File: config.mk
export PLATFORM = sky130hd
export DESIGN_NAME = bcd_countdown_flat
export DESIGN_NICKNAME = d
export VERILOG_FILES = /design/src/rtl/bcd_pkg.sv /design/src/rtl/bcd_countdown_if.sv /design/src/rtl/bcd_down_digit.sv /design/src/rtl/bcd_countdown.sv /design/src/flat_wrapper.sv
export SDC_FILE = /design/constraint.sdc
export NUM_CORES = 1
export LEC_CHECK = 0
export CAP_MARGIN = 10
export CORE_MARGIN = 5
export CORE_UTILIZATION = 33
export CTS_CLUSTER_SIZE = 24
export DETAILED_ROUTE_END_ITERATION = 8
export RECOVER_POWER = 25
export SYNTH_ARGS = -nofsm -noshare
export SYNTH_HDL_FRONTEND = slang
export SYNTH_SLANG_ARGS = --single-unit
File: constraint.sdc
create_clock -name clk -period 3.2 [get_ports clk]
set_clock_uncertainty 0.2 [all_clocks]
set_input_delay 0.64 -clock clk [delete_from_list [all_inputs] [get_ports clk]]
set_output_delay 0.64 -clock clk [all_outputs]
set_load 0.01 [all_outputs]
File: src/rtl/bcd_pkg.sv
// Shared BCD definitions: digit width, digit maximum, countdown FSM states and nibble saturation.
package bcd_pkg;

  localparam int unsigned BCD_W = 4;
  localparam logic [BCD_W-1:0] BCD_MAX = 4'd9;

  typedef enum logic [1:0] {
    StIdle,
    StRun,
    StPause,
    StDone
  } state_e;

  function automatic logic [BCD_W-1:0] bcd_sat(input logic [BCD_W-1:0] nib);
    return (nib > BCD_MAX) ? BCD_MAX : nib;
  endfunction

endpackage

File: src/rtl/bcd_countdown_if.sv
// Control/status bundle of the BCD countdown timer (optional auto-reload: BCD_COUNTDOWN_AUTO_RELOAD_EN).
interface bcd_countdown_if #(
  parameter int unsigned DIGITS = 4
) ();
  import bcd_pkg::*;

  logic                    clr;
  logic                    load;
  logic [BCD_W*DIGITS-1:0] load_val;
  logic                    start;
  logic                    pause;
  logic [BCD_W*DIGITS-1:0] data;
  logic                    running;
  logic                    zero;
  logic                    done;

  modport master (
    output clr, load, load_val, start, pause,
    input  data, running, zero, done
  );

  modport slave (
    input  clr, load, load_val, start, pause,
    output data, running, zero, done
  );

endinterface

File: src/rtl/bcd_down_digit.sv
// One BCD digit of the down-counter; steps on en when all lower digits are zero.
module bcd_down_digit
  import bcd_pkg::*;
(
  input  logic             clk,
  input  logic             rst_n,
  input  logic             clr,
  input  logic             load,
  input  logic [BCD_W-1:0] load_nib,
  input  logic             en,
  input  logic             borrow_in,
  output logic [BCD_W-1:0] data,
  output logic             borrow_out
);

  logic [BCD_W-1:0] data_q, data_d;

  always_comb begin
    data_d = data_q;
    if (clr) begin
      data_d = '0;
    end else if (load) begin
      data_d = bcd_sat(load_nib);
    end else if (en && borrow_in) begin
      data_d = (data_q == '0) ? BCD_MAX : data_q - BCD_W'(1);
    end
  end

  always_ff @(posedge clk) begin
    if (!rst_n) begin
      data_q <= '0;
    end else begin
      data_q <= data_d;
    end
  end

  assign data       = data_q;
  assign borrow_out = borrow_in & (data_q == '0);

endmodule

File: src/rtl/bcd_countdown.sv
// Multi-digit BCD countdown timer with prescaler and expiry pulse.
// Define BCD_COUNTDOWN_AUTO_RELOAD_EN to reload the preset on expiry and keep running.
module bcd_countdown
  import bcd_pkg::*;
#(
  parameter int unsigned DIGITS   = 4,
  parameter int unsigned TICK_DIV = 50000000
) (
  input logic            clk,
  input logic            rst_n,
  bcd_countdown_if.slave bus
);

  localparam int unsigned PW = $clog2(TICK_DIV);
  localparam int unsigned DW = BCD_W * DIGITS;
  localparam logic [PW-1:0] PRESC_MAX = PW'(TICK_DIV - 1);
  localparam logic [DW-1:0] DATA_ONE  = DW'(1);

  state_e        state_q, state_d;
  logic [PW-1:0] presc_q, presc_d;
  logic          done_q, done_d;

  logic [DW-1:0]     data;
  logic [DW-1:0]     load_sat;
  logic [DW-1:0]     load_src;
  logic [DIGITS:0]   borrow;
  logic              tick;
  logic              expire;
  logic              reload_evt;
  logic              digit_load;

  always_comb begin
    load_sat = '0;
    for (int i = 0; i < int'(DIGITS); i++) begin
      load_sat[i*BCD_W +: BCD_W] = bcd_sat(bus.load_val[i*BCD_W +: BCD_W]);
    end
  end

  // clr/load on the tick cycle suppress the decrement and the expiry
  assign tick   = (state_q == StRun) && (presc_q == PRESC_MAX) && !bus.clr && !bus.load;
  assign expire = tick && (data == DATA_ONE);

`ifdef BCD_COUNTDOWN_AUTO_RELOAD_EN
  logic [DW-1:0] reload_q;

  always_ff @(posedge clk) begin
    if (!rst_n) begin
      reload_q <= '0;
    end else if (bus.load && !bus.clr) begin
      reload_q <= load_sat;
    end
  end

  assign reload_evt = expire && (reload_q != '0);
  assign load_src   = bus.load ? load_sat : reload_q;
`else
  assign reload_evt = 1'b0;
  assign load_src   = load_sat;
`endif

  assign digit_load = bus.load | reload_evt;
  assign borrow[0]  = 1'b1;

  for (genvar i = 0; i < int'(DIGITS); i++) begin : g_digit
    bcd_down_digit u_digit (
      .clk        (clk),
      .rst_n      (rst_n),
      .clr        (bus.clr),
      .load       (digit_load),
      .load_nib   (load_src[i*BCD_W +: BCD_W]),
      .en         (tick),
      .borrow_in  (borrow[i]),
      .data       (data[i*BCD_W +: BCD_W]),
      .borrow_out (borrow[i+1])
    );
  end

  always_comb begin
    state_d = state_q;
    presc_d = presc_q;
    done_d  = 1'b0;
    if (bus.clr || bus.load) begin
      state_d = StIdle;
      presc_d = '0;
    end else begin
      case (state_q)
        StIdle: begin
          // top of the borrow chain is high only when every digit is zero
          if (bus.start && !borrow[DIGITS]) state_d = StRun;
        end
        StRun: begin
          presc_d = tick ? '0 : presc_q + PW'(1);
          if (expire) begin
            done_d  = 1'b1;
            state_d = reload_evt ? StRun : StDone;
          end else if (bus.pause && !bus.start) begin
            state_d = StPause;
          end
        end
        StPause: begin
          if (bus.start) state_d = StRun;
        end
        StDone:  state_d = StDone;
        default: state_d = StIdle;
      endcase
    end
  end

  always_ff @(posedge clk) begin
    if (!rst_n) begin
      state_q <= StIdle;
      presc_q <= '0;
      done_q  <= 1'b0;
    end else begin
      state_q <= state_d;
      presc_q <= presc_d;
      done_q  <= done_d;
    end
  end

  assign bus.data    = data;
  assign bus.zero    = borrow[DIGITS];
  assign bus.running = (state_q == StRun);
  assign bus.done    = done_q;

endmodule

File: src/flat_wrapper.sv
// flat-port wrapper written by rule: the top's interface ports become plain ports
module bcd_countdown_flat import bcd_pkg::*;
#(
  parameter int unsigned DIGITS   = 4,
  parameter int unsigned TICK_DIV = 50000000
)
  (clk, rst_n, bus_clr, bus_load, bus_load_val, bus_start, bus_pause, bus_data, bus_running, bus_zero, bus_done);
  bcd_countdown_if #(.DIGITS(DIGITS)) bus_i ();
  input logic clk;
  input logic rst_n;
  input wire logic [$bits(bus_i.clr)-1:0] bus_clr;
  input wire logic [$bits(bus_i.load)-1:0] bus_load;
  input wire logic [$bits(bus_i.load_val)-1:0] bus_load_val;
  input wire logic [$bits(bus_i.start)-1:0] bus_start;
  input wire logic [$bits(bus_i.pause)-1:0] bus_pause;
  output wire logic [$bits(bus_i.data)-1:0] bus_data;
  output wire logic [$bits(bus_i.running)-1:0] bus_running;
  output wire logic [$bits(bus_i.zero)-1:0] bus_zero;
  output wire logic [$bits(bus_i.done)-1:0] bus_done;
  assign bus_i.clr = bus_clr;
  assign bus_i.load = bus_load;
  assign bus_i.load_val = bus_load_val;
  assign bus_i.start = bus_start;
  assign bus_i.pause = bus_pause;
  assign bus_data = bus_i.data;
  assign bus_running = bus_i.running;
  assign bus_zero = bus_i.zero;
  assign bus_done = bus_i.done;
  bcd_countdown #(.DIGITS(DIGITS), .TICK_DIV(TICK_DIV)) u_core (.clk(clk), .rst_n(rst_n), .bus(bus_i));
endmodule
==> flow_summary_export.csv <==
group,metric,value,unit
placement,portBuffers,40,
hold_path,whs_path_depth,2,
sta,min_period,3133,ps
yosys,synthesis.nets,317,
critical_path,crit_family,"simple AND/OR/NAND/NOR gates",
grt,grt_pass1_wl,11.01,mm
layout,fin_util,0.4273,
sta,post-route-period-util,0.9790,
layout,antenna_cells,0,
pwr,p_leak,0.001015,uW
drt,wl,6.504,mm
yosys,yosysWarnings,0,
floorplanning,die_w,96.05,um
critical_path,worstReg2RegStart,"u_core.presc_q[0]",
critical_path,cp_max_fo,6,
yosys,ys_ff_latch,45,
drt,drc,0,
drt,first_pass_iters,4,
clock_tree,cts_root_buffer,"clkbuf_8",
outcome,status,"finished, final reports clean",
critical_path,critPathCaptureType,"primary output",
pwr,p_per_area,357.6,nW/um2
layout,fin_cells,438,
drt,routed_via_density,5.281,
sta,slew_headroom,0.6021,
yosys,yosysSeqAreaShare,0.3687,
drt,wl_per_cell,14.85,um
critical_path,start_kind,"register",
critical_path,critPathMaxStageDelay,540,ps
hold_path,hp-class,"reg2reg",
sta,hold_ws,312.8,ps
yosys,synth_edf_count,0,
critical_path,crit_end,"bus_zero",
layout,layout.nets,362,
critical_path,cp_data_arrival_time,2290,ps
drt,routed.top_layer,"met4",
critical_path,worst_path_most_repeated_cell,"or4_4",
sta,timing.fmax,319.2,MHz
grt,gr-total-overflow,0,
floorplanning,rows,31,
sta,setup_viol_count_final,0,
clock_tree,insertion_delay,310,ps
critical_path,critPathLaunch,"u_core.g_digit[1].u_digit.data[3]",
floorplanning,core_area,7214,um2
clock_tree,htree_levels,2,
placement,hpwl,4.666,mm
floorplanning,start_util,0.3387,
critical_path,crit_type,"reg2out",
drt,vias,2313,
critical_path,slowest_stage,"or4_4",
drt,wl_met2,2.961,mm
clock_tree,tritoncts,"yes",
grt,grt_pass1_vias,2260,
sta,fin_setup_tns,0,ps
critical_path,worst-path-buf-inv,1,
yosys,ys_types,54,
layout,area_growth,26.16,%
sta,final_hold_viol_count,0,
clock_tree,cts.clk_slew.worst_paths,80,ps
floorplanning,die_h,96.05,um
grt,globalRouteTotalUtil,0.1507,
placement,placedCellCount,431,
job,max-cap-violations,0,
sta,worst_slew_pin_slew,592.3,ps
critical_path,cp.required,2360,ps
yosys,synthesis.area,2444,um2
clock_tree,postCtsSetupBuffers,0,
clock_tree,cts_sinks,45,
grt,grt_max_degree,26,
drt,ant_nets,0,
drt,wl_met1,3.039,mm
drt,met3RoutedLength,481,um
critical_path,reg2regPathDepth,6,
layout,drive_gt1_frac,0.08555,
clock_tree,ctsLongestPathBuffers,2,
placement,gp_congestion,0.8997,
clock_tree,cts-buffers-inserted,5,
yosys,syn_avg_cell_area,8.312,um2
yosys,synthCells,294,
critical_path,crit_chain,"or4_4, or4_4, nor2_8, and3_1, clkdlybuf4s15_1",
critical_path,r2r_slack,680,ps
hold_path,min_from,"u_core.presc_q[6]",
grt,antenna_found_initial,0,
sta,drv_slew,0,
drt,drt_iter0_markers,71,
critical_path,path_depth,5,
yosys,synth_ff_type,"dfxtp_1",
yosys,synthArstFlopShare,0,
pwr,vdd_drop_max,0.2219,mV
floorplanning,pin_count,41,
floorplanning,die-area,9226,um2
critical_path,reg2reg_to,"u_core.g_digit[2].u_digit.data[0]",
sta,rsz0062_at_grt,"no",
-- cell usage in the layout, fill, tap and decap left out, types with 2 or more instances in the layout --
cell	n
a211oi_1	3
a21oi_1	6
a311oi_1	2
a31o_2	2
a31oi_1	5
and4_1	6
buf_4	8
clkbuf_1	2
clkbuf_8	6
clkdlybuf4s50_1	25
dfxtp_1	44
dlygate4sd3_1	14
inv_1	12
mux2i_1	2
nand2_1	19
nand2b_1	2
nand3_1	9
nand3b_1	3
nand4_1	9
nand4_2	2
nand4b_1	3
nor2_1	44
nor2b_1	4
nor3_1	18
nor4_1	16
nor4_2	2
o21a_1	3
o21ai_0	7
o31a_1	2
o31ai_1	3
or3_1	2
or4_4	2
xnor2_1	23
xor2_1	5
-- worst reg2reg max path, delay by kind of cell, from the launching register on --
family          cells  cell delay [ps]
compound gates      1              230
flops               1              370
fa+ha+maj           1              170
simple gates        4             1480
-- logic make-up after synthesis --
group                      synth area share
AOI/OAI and AO/OA                    0.1249
adders and majority gates          0.005120
DFF                                  0.3687
buffers and inverters               0.04147
and+or+nand+nor                      0.3466
xor gates and xnor gates             0.1004
muxes                               0.01280
-- flip-flops by register name, summed over array words and instances, names as in the netlist --
signal and cells:
u_core.bus.done 1, u_core.state_q 2, u_core.presc_q 26, u_core.g_digit.u_digit.data 16
-- cell type report --
| cell class | instances | area [um2] |
|---|---|---|
| fill | 750 | 4131 |
| clock buffer | 7 | 86.33 |
| timing repair buffer | 50 | 484.2 |
| inverter | 12 | 45.04 |
| multi-input combinational | 225 | 1441 |
| tap | 99 | 123.9 |
| sequential | 45 | 902.1 |
-- stage by stage --
stage | power [uW] | worst slack (ps) | cell area, um2
5_1_grt | 1154 | 3.034 | 3083
3_3_place_gp | 745.4 | 144.1 | 2999
2_1_floorplan | 666.8 | 492.1 | 2444
3_5_place_dp | 746.2 | 101.4 | 2999
6_report | 1102 | 67.13 | 3083
4_1_cts | 1114 | 23.38 | 3084
-- worst min-delay path by stage --
stage                   endpoint
3_5_place_dp   u_core.presc_q[6]
6_report       u_core.presc_q[6]
4_1_cts        u_core.presc_q[6]
5_1_grt        u_core.presc_q[6]
3_3_place_gp   u_core.presc_q[6]
2_1_floorplan  u_core.presc_q[6]
-- per-layer routing --
metal	vias up	track usage
li1	1163	-
met1	1081	0.1992
met2	66	0.2467
met3	3	0.04378
met4	0	0.02488
met5	-	0
-- cells in the mapped netlist, types with 2 or more instances --
library cell  number  area share
a211oi_1           3      0.0092
a21oi_1            6       0.012
a311oi_1           2      0.0072
a31o_2             2      0.0072
a31oi_1            5       0.013
and4_1             6       0.022
buf_2              3      0.0061
clkbuf_1           7       0.011
dfxtp_1           45        0.37
inv_1             12       0.018
mux2i_1            2      0.0082
nand2_1           19       0.029
nand2b_1           2      0.0051
nand3_1            9       0.018
nand3b_1           3      0.0092
nand4_1            9       0.023
nand4_2            2       0.010
nand4b_1           3       0.011
nor2_1            44       0.068
nor2b_1            4       0.010
nor3_1            18       0.037
nor4_1            16       0.041
nor4_2             2       0.010
o21a_1             3      0.0092
o21ai_0            7       0.014
o31a_1             2      0.0072
o31ai_1            3      0.0092
or3_1              2      0.0051
or4_4              2      0.0092
xnor2_1           23       0.082
xor2_1             5       0.018
-- repair_timing --
| action | 4_1_cts | 5_1_grt |
|---|---|---|
| gates resized for setup | 1 | 2 |
| hold endpoints to repair | 0 | 0 |
| pin swaps | 0 | 0 |
| hold buffers | 0 | 0 |
| endpoints found under the setup margin | 1 | 1 |
-- report_power, final --
group	internal (uW)	switching, uW	leakage (uW)
Sequential	567	11.3	0.000364
Combinational	75.2	76.9	0.000606
Clock	172	200	0.0000443
Note: power is estimated with default switching activity, not from simulation.
